--- config.mk ---
export PLATFORM = sky130hd
export DESIGN_NAME = dmem_arbiter
export DESIGN_NICKNAME = d
export VERILOG_FILES = /design/src/rtl/dmem_arb_pkg.sv /design/src/rtl/dmem_resp_reg.sv /design/src/rtl/dmem_arbiter.sv
export SDC_FILE = /design/constraint.sdc
export NUM_CORES = 1
export LEC_CHECK = 0
export CORE_MARGIN = 2
export CORE_UTILIZATION = 41
export CTS_CLUSTER_DIAMETER = 80
export DETAILED_ROUTE_END_ITERATION = 10
export PLACE_DENSITY = 0.9
export REMOVE_ABC_BUFFERS = 1
export SLEW_MARGIN = 20
export SYNTH_ARGS = -nofsm -noshare
export SYNTH_HDL_FRONTEND = slang
export SYNTH_HIERARCHICAL = 1
export SYNTH_SLANG_ARGS = --single-unit
--- constraint.sdc ---
create_clock -name clk -period 3.75 [get_ports clk]
set_clock_uncertainty 0.15 [all_clocks]
set_input_delay 0.75 -clock clk [delete_from_list [all_inputs] [get_ports clk]]
set_output_delay 0.75 -clock clk [all_outputs]
set_load 0.05 [all_outputs]
--- src/rtl/dmem_arb_pkg.sv ---
// Shared state encoding, access-size codes and request bundle for the data-memory arbiter.
package dmem_arb_pkg;

    localparam int ARB_ADDR_W = 9;
    localparam int ARB_DATA_W = 32;

    typedef enum logic {
        S_C = 1'b0,
        S_D = 1'b1
    } arb_state_t;

    localparam logic [2:0] FUNCT3_LB  = 3'b000;
    localparam logic [2:0] FUNCT3_LH  = 3'b001;
    localparam logic [2:0] FUNCT3_LW  = 3'b010;
    localparam logic [2:0] FUNCT3_LBU = 3'b100;
    localparam logic [2:0] FUNCT3_LHU = 3'b101;
    localparam logic [2:0] FUNCT3_SB  = 3'b000;
    localparam logic [2:0] FUNCT3_SH  = 3'b001;
    localparam logic [2:0] FUNCT3_SW  = 3'b010;

    typedef struct packed {
        logic                  we;
        logic [ARB_ADDR_W-1:0] addr;
        logic [ARB_DATA_W-1:0] wdata;
        logic [2:0]            funct3;
    } req_t;

endpackage

--- src/rtl/dmem_resp_reg.sv ---
// Per-requester load response: captures memory read data on a load grant and
// pulses rvalid for the following cycle; rdata holds until the next load.
module dmem_resp_reg
    import dmem_arb_pkg::*;
#(
    parameter int DATA_W = 32
) (
    input  logic              clk,
    input  logic              rst_n,
    input  logic              i_load_gnt,
    input  logic [DATA_W-1:0] i_rd,
    output logic              o_rvalid,
    output logic [DATA_W-1:0] o_rdata
);

    logic              r_rvalid;
    logic [DATA_W-1:0] r_rdata;

    always_ff @(posedge clk or negedge rst_n) begin
        if (!rst_n) begin
            r_rvalid <= 1'b0;
            r_rdata  <= '0;
        end else begin
            r_rvalid <= i_load_gnt;
            if (i_load_gnt) begin
                r_rdata <= i_rd;
            end
        end
    end

    assign o_rvalid = r_rvalid;
    assign o_rdata  = r_rdata;

endmodule

--- src/rtl/dmem_arbiter.sv ---
// Two-requester (C = load/store stage, D = DMA) arbiter in front of a single-port data memory.
// Define DMEM_ARB_STATS_EN to add saturating per-requester stall counters.
module dmem_arbiter
    import dmem_arb_pkg::*;
#(
    parameter int DM_ADDRESS   = 9,
    parameter int DATA_W       = 32,
    parameter int BURST_MAX    = 4,
    parameter int STARVE_LIMIT = 8
) (
    input  logic                  clk,
    input  logic                  rst_n,
    input  logic                  c_valid,
    output logic                  c_ready,
    input  logic                  c_we,
    input  logic [DM_ADDRESS-1:0] c_addr,
    input  logic [DATA_W-1:0]     c_wdata,
    input  logic [2:0]            c_funct3,
    output logic                  c_rvalid,
    output logic [DATA_W-1:0]     c_rdata,
    input  logic                  d_valid,
    output logic                  d_ready,
    input  logic                  d_we,
    input  logic [DM_ADDRESS-1:0] d_addr,
    input  logic [DATA_W-1:0]     d_wdata,
    input  logic [2:0]            d_funct3,
    output logic                  d_rvalid,
    output logic [DATA_W-1:0]     d_rdata,
    output logic                  MemRead,
    output logic                  MemWrite,
    output logic [DM_ADDRESS-1:0] a,
    output logic [DATA_W-1:0]     wd,
    output logic [2:0]            Funct3,
    input  logic [DATA_W-1:0]     rd
`ifdef DMEM_ARB_STATS_EN
    ,
    output logic [15:0]           c_stall_cnt,
    output logic [15:0]           d_stall_cnt
`endif
);

    localparam logic [3:0] BURST_MAX_C    = 4'(BURST_MAX);
    localparam logic [7:0] STARVE_LIMIT_C = 8'(STARVE_LIMIT);

    arb_state_t  r_state, w_state_next;
    logic [3:0]  r_burst_cnt, w_burst_next;
    logic [7:0]  r_starve_cnt, w_starve_next;
    logic        w_gnt_c, w_gnt_d, w_starved;
    req_t        w_c_req, w_d_req, w_sel_req;
    logic [1:0]  w_valid, w_gnt, w_load_gnt, w_rvalid;
    logic [DATA_W-1:0] w_rdata [2];

    always_ff @(posedge clk or negedge rst_n) begin
        if (!rst_n) begin
            r_state      <= S_C;
            r_burst_cnt  <= '0;
            r_starve_cnt <= '0;
        end else begin
            r_state      <= w_state_next;
            r_burst_cnt  <= w_burst_next;
            r_starve_cnt <= w_starve_next;
        end
    end

    assign w_starved = d_valid && (r_starve_cnt == STARVE_LIMIT_C);

    always_comb begin
        w_gnt_c      = 1'b0;
        w_gnt_d      = 1'b0;
        w_state_next = r_state;
        w_burst_next = r_burst_cnt;
        if (r_state == S_C) begin
            if (c_valid && !w_starved) begin
                w_gnt_c = 1'b1;
            end else if (d_valid) begin
                w_gnt_d      = 1'b1;
                w_state_next = S_D;
                w_burst_next = 4'd1;
            end
        end else begin
            // An idle C lets D keep going past the burst cap.
            if (d_valid && ((r_burst_cnt < BURST_MAX_C) || !c_valid)) begin
                w_gnt_d = 1'b1;
                if (r_burst_cnt < BURST_MAX_C) begin
                    w_burst_next = r_burst_cnt + 4'd1;
                end
            end else begin
                w_gnt_c      = c_valid;
                w_state_next = S_C;
                w_burst_next = '0;
            end
        end
    end

    always_comb begin
        w_starve_next = r_starve_cnt;
        if (w_gnt_d) begin
            w_starve_next = '0;
        end else if (d_valid && (r_starve_cnt < STARVE_LIMIT_C)) begin
            w_starve_next = r_starve_cnt + 8'd1;
        end
    end

    assign w_c_req   = '{we: c_we, addr: c_addr, wdata: c_wdata, funct3: c_funct3};
    assign w_d_req   = '{we: d_we, addr: d_addr, wdata: d_wdata, funct3: d_funct3};
    assign w_sel_req = w_gnt_d ? w_d_req : w_c_req;

    assign c_ready  = rst_n & w_gnt_c;
    assign d_ready  = rst_n & w_gnt_d;
    assign MemRead  = rst_n & (w_gnt_c | w_gnt_d) & ~w_sel_req.we;
    assign MemWrite = rst_n & (w_gnt_c | w_gnt_d) &  w_sel_req.we;
    assign a        = w_sel_req.addr;
    assign wd       = w_sel_req.wdata;
    assign Funct3   = w_sel_req.funct3;

    // Index 0 is requester C, index 1 is requester D.
    assign w_valid    = {d_valid, c_valid};
    assign w_gnt      = {w_gnt_d, w_gnt_c};
    assign w_load_gnt = {w_gnt_d & ~d_we, w_gnt_c & ~c_we};

    genvar gi;
    generate
        for (gi = 0; gi < 2; gi++) begin : g_resp
            dmem_resp_reg #(
                .DATA_W (DATA_W)
            ) u_resp (
                .clk        (clk),
                .rst_n      (rst_n),
                .i_load_gnt (w_load_gnt[gi]),
                .i_rd       (rd),
                .o_rvalid   (w_rvalid[gi]),
                .o_rdata    (w_rdata[gi])
            );
        end
    endgenerate

    assign c_rvalid = w_rvalid[0];
    assign c_rdata  = w_rdata[0];
    assign d_rvalid = w_rvalid[1];
    assign d_rdata  = w_rdata[1];

`ifdef DMEM_ARB_STATS_EN
    logic [15:0] r_stall_cnt [2];

    generate
        for (gi = 0; gi < 2; gi++) begin : g_stall
            always_ff @(posedge clk or negedge rst_n) begin
                if (!rst_n) begin
                    r_stall_cnt[gi] <= '0;
                end else if (w_valid[gi] && !w_gnt[gi] && (r_stall_cnt[gi] != 16'hFFFF)) begin
                    r_stall_cnt[gi] <= r_stall_cnt[gi] + 16'd1;
                end
            end
        end
    endgenerate

    assign c_stall_cnt = r_stall_cnt[0];
    assign d_stall_cnt = r_stall_cnt[1];
`else
    logic w_unused_stats;
    assign w_unused_stats = ^{w_valid, w_gnt};
`endif

endmodule

==> flow_summary.toml, run 1 <==
[critical_path]
arrival_ns = 2.65
r2r_slack_ns = 0.76
r2r_start = "r_starve_cnt[2]"
criticalPathCategory = "input pin to output port"
required_ns = 2.85
end_kind = "output port"
worstPathMaxFanout = 49
r2r_cells = 8
start_kind = "input pin"
rr_endpoint = "g_resp[1].u_resp/o_rdata[31]"

[clock_network]
hold_buffers = 0
post_cts_buffers = 0
root_buffer = "clkbuf_8"
cts_tree = "done"
htreeDepth = 3
clk_latency_ns = 0.34
clock_path_buffers = 2
ctsResizeCount = 0
clkSinkCount = 79
cts_made_buffers = 9
clkSlewWorstSetupHoldPaths_ns = 0.08

[yosys]
synth_edf_count = 0
syn_inst = 251
synth_flop_cell = "dfrtp_1"
yosys-top-cells-area = "dfrtp_1 (49%), mux2_4 (26%), mux2_2 (8.7%)"
synth_compound_area_share_pct = 2.17
synth_top_family_by_area = "multiplexers"
synthAdderAreaFrac_pct = 0.931
async_flop_share_pct = 100
synth_warnings = 6
synthSimpleGateAreaFrac_pct = 3.91
ys_ff_latch = 79
yosysSeqAreaShare_pct = 49.0
muxShareOfSynthArea_pct = 37.4
syn_area_sq_um = 4030
synth-xor-area-share_pct = 0.435
synth_top_cell_area_share_pct = 49.0
netlist.top_cell.by_area = "dfrtp_1"
synthDistinctLibCells = 33
synth_area_per_cell_sq_um = 16.1

[finish]
regArea_sq_um = 1980
final_cell_count_no_fill = 631
nets = 622
drive_above_1_share_pct = 35.5
final_area_sq_um = 6690
area_growth_pct = 66.0
fill_cells = 690
antenna_cells = 0
multi_input_area_sq_um = 1820

[detailed_routing]
drt_pass1_iterations = 4
wl_per_cell_um = 17.7
ant_nets = 0
avgViaCountPerCell = 4.75
route.top_layer_used = "met4"
drt-met1-wl_um = 4260
wirelength_um = 11200
drc = 0
wl_met2_um = 5980
via_count = 3000
drt_iter0_markers = 80
wl_met3_um = 798

[die]
ios = 240
die_area_sq_um = 10600
die_x_um = 103
fp.dieH_um = 103
fp.coreArea_sq_um = 9640
start_util_pct = 41.8
rows = 36

[global_route]
grt_pass1_wl_um = 16700
overflow = 0
grtUsageTotal_pct = 20.8
first_global_vias = 3274
antenna_found_initial = 0
grt_max_degree = 57

[sta]
fin_crit_sh_pct = 94.5
fin_crit_ns = 3.55
hold_ws_ns = 0.150
hold_violations = 0
worst_pin_slew_ns = 0.691
tns_ns = 0
clock.fmax_mhz = 282
slew_headroom_pct = 53.9
setup_violations = 0
rsz0062_at_grt = "no"
slew_viol_final = 0

[power]
p_leak_uw = 0.00294
internal_power_uw = 1970
total_power_uw = 3250
switching_share_pct = 39.4
p_seq_share_pct = 33.5
ir_worst_vdd_uv = 218
switching_power_uw = 1280
p_comb_share_pct = 47.5
p_per_area_nw_per_um2 = 486
clkPwrFrac_pct = 19.0

[placed_design]
gp_congestion = 0.833
numPortBuffers = 239
dp.cells = 615
dpl.hpwl_um = 8540
placed_cell_area_sq_um = 6490

[flow_run]
cap_viol_max_count = 0

[status]
status = "completed"

[hold_path]
hp-class = "input pin to async pin"
## power by group through the flow
stage / clock (uW) / sequential, uW / combinational [uW]
after floorplan: 0 / 1560 / 491
after global placement: 0 / 1090 / 1530
after detailed placement: 0 / 1100 / 1550
after CTS: 634 / 1090 / 1560
after global routing: 675 / 1110 / 1610
final: 619 / 1090 / 1540
## placed cells by master, fill, tap and decap left out, types with 2 or more instances in the layout
cell | synthesis | routed
dfrtp_1 | 79 | 79
mux2_2 | 31 | 31
mux2_1 | 7 | 7
and2_1 | 3 | 2
ha_1 | 3 | 3
xnor2_1 | 2 | 2
clkinv_2 | 0 | 2
clkdlybuf4s50_1 | 0 | 190
buf_12 | 7 | 15
nor2b_1 | 4 | 4
buf_4 | 3 | 40
nor2_1 | 7 | 6
a32o_1 | 2 | 2
nand3_1 | 2 | 2
inv_1 | 8 | 8
mux2i_1 | 3 | 3
clkbuf_8 | 0 | 9
mux2_4 | 70 | 70
clkinvlp_4 | 0 | 2
## worst max-delay path: stages
cell and delay (ns):
clkdlybuf4s50_1 0.48, nand4bb_1 0.14, o211ai_2 0.21, o211a_4 0.20
buf_12 0.26, mux2_2 0.38, buf_4 0.19
## routing by layer
metal | vias to the layer above | GRT usage [%]
met4 | 0 | 6.48
met5 | - | 0
met3 | 16 | 6.64
met1 | 1447 | 23.4
met2 | 151 | 37.3
li1 | 1386 | -
## stage by stage
stage	worst slack (ns)	utilization (%)
4_1_cts	0.201	69.4
3_3_place_gp	0.285	67.4
6_report	0.205	69.4
5_1_grt	0.101	69.4
2_1_floorplan	-0.138	-
3_5_place_dp	0.206	67.4
## cell families after synthesis
logic type	count (synthesis)
AOI/OAI and AO/OA	9
xor gates and xnor gates	2
adders and majority gates	3
buffers and inverters	22
DFF	79
muxes	111
and+or+nand+nor	25
## area by class of cell
| cell class | instances | area share [%] |
|---|---|---|
| repair buffers | 245 | 37.4 |
| clock buffers | 9 | 1.85 |
| well taps | 133 | 2.49 |
| inverters | 8 | 0.449 |
| multi-input cells | 150 | 27.2 |
| clock inverters | 7 | 1.08 |
| flip-flops and latches | 79 | 29.5 |
## how the worst max path moves through the flow
stage / start / slack [ns] / endpoint / cells after the start
2_1_floorplan: d_valid / -0.14 / g_resp[0].u_resp/o_rdata[29] / 5
3_3_place_gp: d_valid / 0.28 / wd[23] / 7
3_5_place_dp: d_valid / 0.21 / wd[21] / 7
4_1_cts: d_valid / 0.20 / wd[21] / 7
5_1_grt: d_valid / 0.10 / wd[19] / 7
6_report: d_valid / 0.20 / wd[23] / 7
## flip-flops by register name, summed over array words and instances, names as in the netlist
name,count
g_resp.u_resp/o_rdata,64
g_resp.u_resp/o_rvalid,2
r_burst_cnt,4
r_starve_cnt,8
r_state,1
## Yosys cell counts, types with 3 or more instances
library cell and n:
mux2_2 31, mux2_1 7, mux2i_1 3, ha_1 3, nor2b_1 4, buf_4 3
mux2_4 70, inv_1 8, buf_12 7, nor2_1 7, dfrtp_1 79, and2_1 3
(Power assumes the default switching activity.)
==> run 2: changes to the inputs <==
Settings changed: SETUP_SLACK_MARGIN set to 0.15.
==> run 2 against run 1 <==
  * Critical path depth is the same
  * Register-to-register slack better by 0.02 ns
  * Largest power group unchanged
  * Sequential cell count stayed put
  * Setup slack better by 0.042 ns
  * Core utilization increased by 0.34 points
  * Die area is the same
==> flow_summary.toml, run 2 (same netlist as run 1, synthesis figures left out) <==
[detailed_routing]
ant_nets = 0
wirelength_um = 11400
drt_iter0_markers = 87
avgViaCountPerCell = 4.77
drc = 0
wl_per_cell_um = 18.0
via_count = 3016
drt_pass1_iterations = 4

[finish]
largest_reg_flops = 64
area_growth_pct = 66.8
nets = 623
layout_commonest_cell = "clkdlybuf4s50_1"
drive_above_1_share_pct = 35.7
final_cell_mix = "clkdlybuf4s50_1 (190), dfrtp_1 (79), mux2_4 (70), buf_4 (40), mux2_2 (31)"
multi_input_area_sq_um = 1820
regArea_sq_um = 1980
fill_cells = 686
antenna_cells = 0

[critical_path]
start_kind = "input pin"
path_cells = "clkdlybuf4s50_1, nand4bb_1, o211ai_2, o211a_4, clkbuf_16, mux2_2, buf_4"
slowest_stage = "clkdlybuf4s50_1"
critical_path_buf_inv_count = 3
worstPathMaxFanout = 24
r2r_cells = 8
criticalPathCategory = "input pin to output port"
r2r_slack_ns = 0.78
crit_family = "buffers and inverters"
max_stage_delay_ns = 0.48
cp-startpoint = "d_valid"
arrival_ns = 2.60
r2r_start = "r_starve_cnt[2]"
end_kind = "output port"
rr_endpoint = "g_resp[1].u_resp/o_rdata[31]"
required_ns = 2.85

[die]
die_x_um = 103
fp.coreArea_sq_um = 9640
start_util_pct = 41.8
rows = 36
die_area_sq_um = 10600
ios = 240
fp.dieH_um = 103

[placed_design]
dpl.hpwl_um = 8540
numPortBuffers = 239
gp_congestion = 0.833

[sta]
rsz0062_at_grt = "no"
slew_headroom_pct = 53.4
fin_crit_ns = 3.50
fin_crit_sh_pct = 93.4
setup_violations = 0
worst_pin_slew_ns = 0.699
tns_ns = 0
hold_violations = 0
clock.fmax_mhz = 285
slew_viol_final = 0

[clock_network]
hold_buffers = 0
clk_latency_ns = 0.35
cts_made_buffers = 9
cts_tree = "done"
clock_path_buffers = 2
root_buffer = "clkbuf_8"
clkSlewWorstSetupHoldPaths_ns = 0.08
htreeDepth = 3
clkSinkCount = 79

[global_route]
overflow = 0
grtUsageTotal_pct = 20.8
grt_max_degree = 57
grt_pass1_wl_um = 16700
antenna_found_initial = 0
first_global_vias = 3274

[flow_run]
cap_viol_max_count = 0

[power]
p_seq_share_pct = 33.4
p_comb_share_pct = 47.6
p_per_area_nw_per_um2 = 485
clkPwrFrac_pct = 19.0
p_leak_uw = 0.00296
switching_power_uw = 1280
ir_worst_vdd_uv = 218
internal_power_uw = 1970
switching_share_pct = 39.4
total_power_uw = 3260

[status]
status = "completed"

[hold_path]
hp-class = "input pin to async pin"
## run 2: layout make-up
class / count / share of cell area [%]
inverter: 8 / 0.447
clock buffer: 9 / 1.84
sequential: 79 / 29.4
clock inverter: 7 / 1.08
tap: 133 / 2.48
multi-input combinational: 150 / 27.0
timing repair buffer: 246 / 37.7
## run 2: power by group through the flow
stage,registers [uW],logic (uW),clock network [uW]
after floorplan,1560,491,0
after detailed placement,1100,1550,0
after global placement,1090,1530,0
after CTS,1090,1560,634
after global routing,1110,1610,675
final,1090,1550,620
## run 2: worst max path at each step
stage	to	slack, ns	cells past startpoint
finish	wd[22]	0.25	7
global route	a[8]	0.16	7
CTS	wd[21]	0.20	7
detailed placement	wd[21]	0.21	7
global placement	wd[23]	0.28	7
floorplan	g_resp[0].u_resp/o_rdata[29]	-0.14	5
## run 2: what timing repair did
action | 4_1_cts | 5_1_grt
endpoints found under the setup margin | 0 | 34
buffers inserted | 0 | 0
gates resized for setup | 0 | 1
## run 2: stage by stage
step,utilization (%),worst slack (ns),instances,cell area (sq um),hold slack [ns]
finish,69.7,0.247,632,6720,0.149
global route,69.7,0.161,632,6720,0.161
detailed placement,67.4,0.206,615,6490,0.341
global placement,67.4,0.285,615,6490,0.341
CTS,69.4,0.201,631,6690,0.148
floorplan,-,-0.138,237,3820,0.304
## run 2: per-layer routing
layer / track usage, % / up-vias / part of all wire (%)
met3: 6.64 / 16 / 7.0
li1: - / 1387 / -
met4: 6.48 / 0 / 1.5
met2: 37.3 / 154 / 53
met1: 23.4 / 1459 / 38
met5: 0 / - / 0
==> run 3: changes to the inputs <==
Settings changed: CTS_CLUSTER_SIZE set to 25.
==> results of run 3 <==
No change in the layout: final DEF, timing and power equal those of run 2.
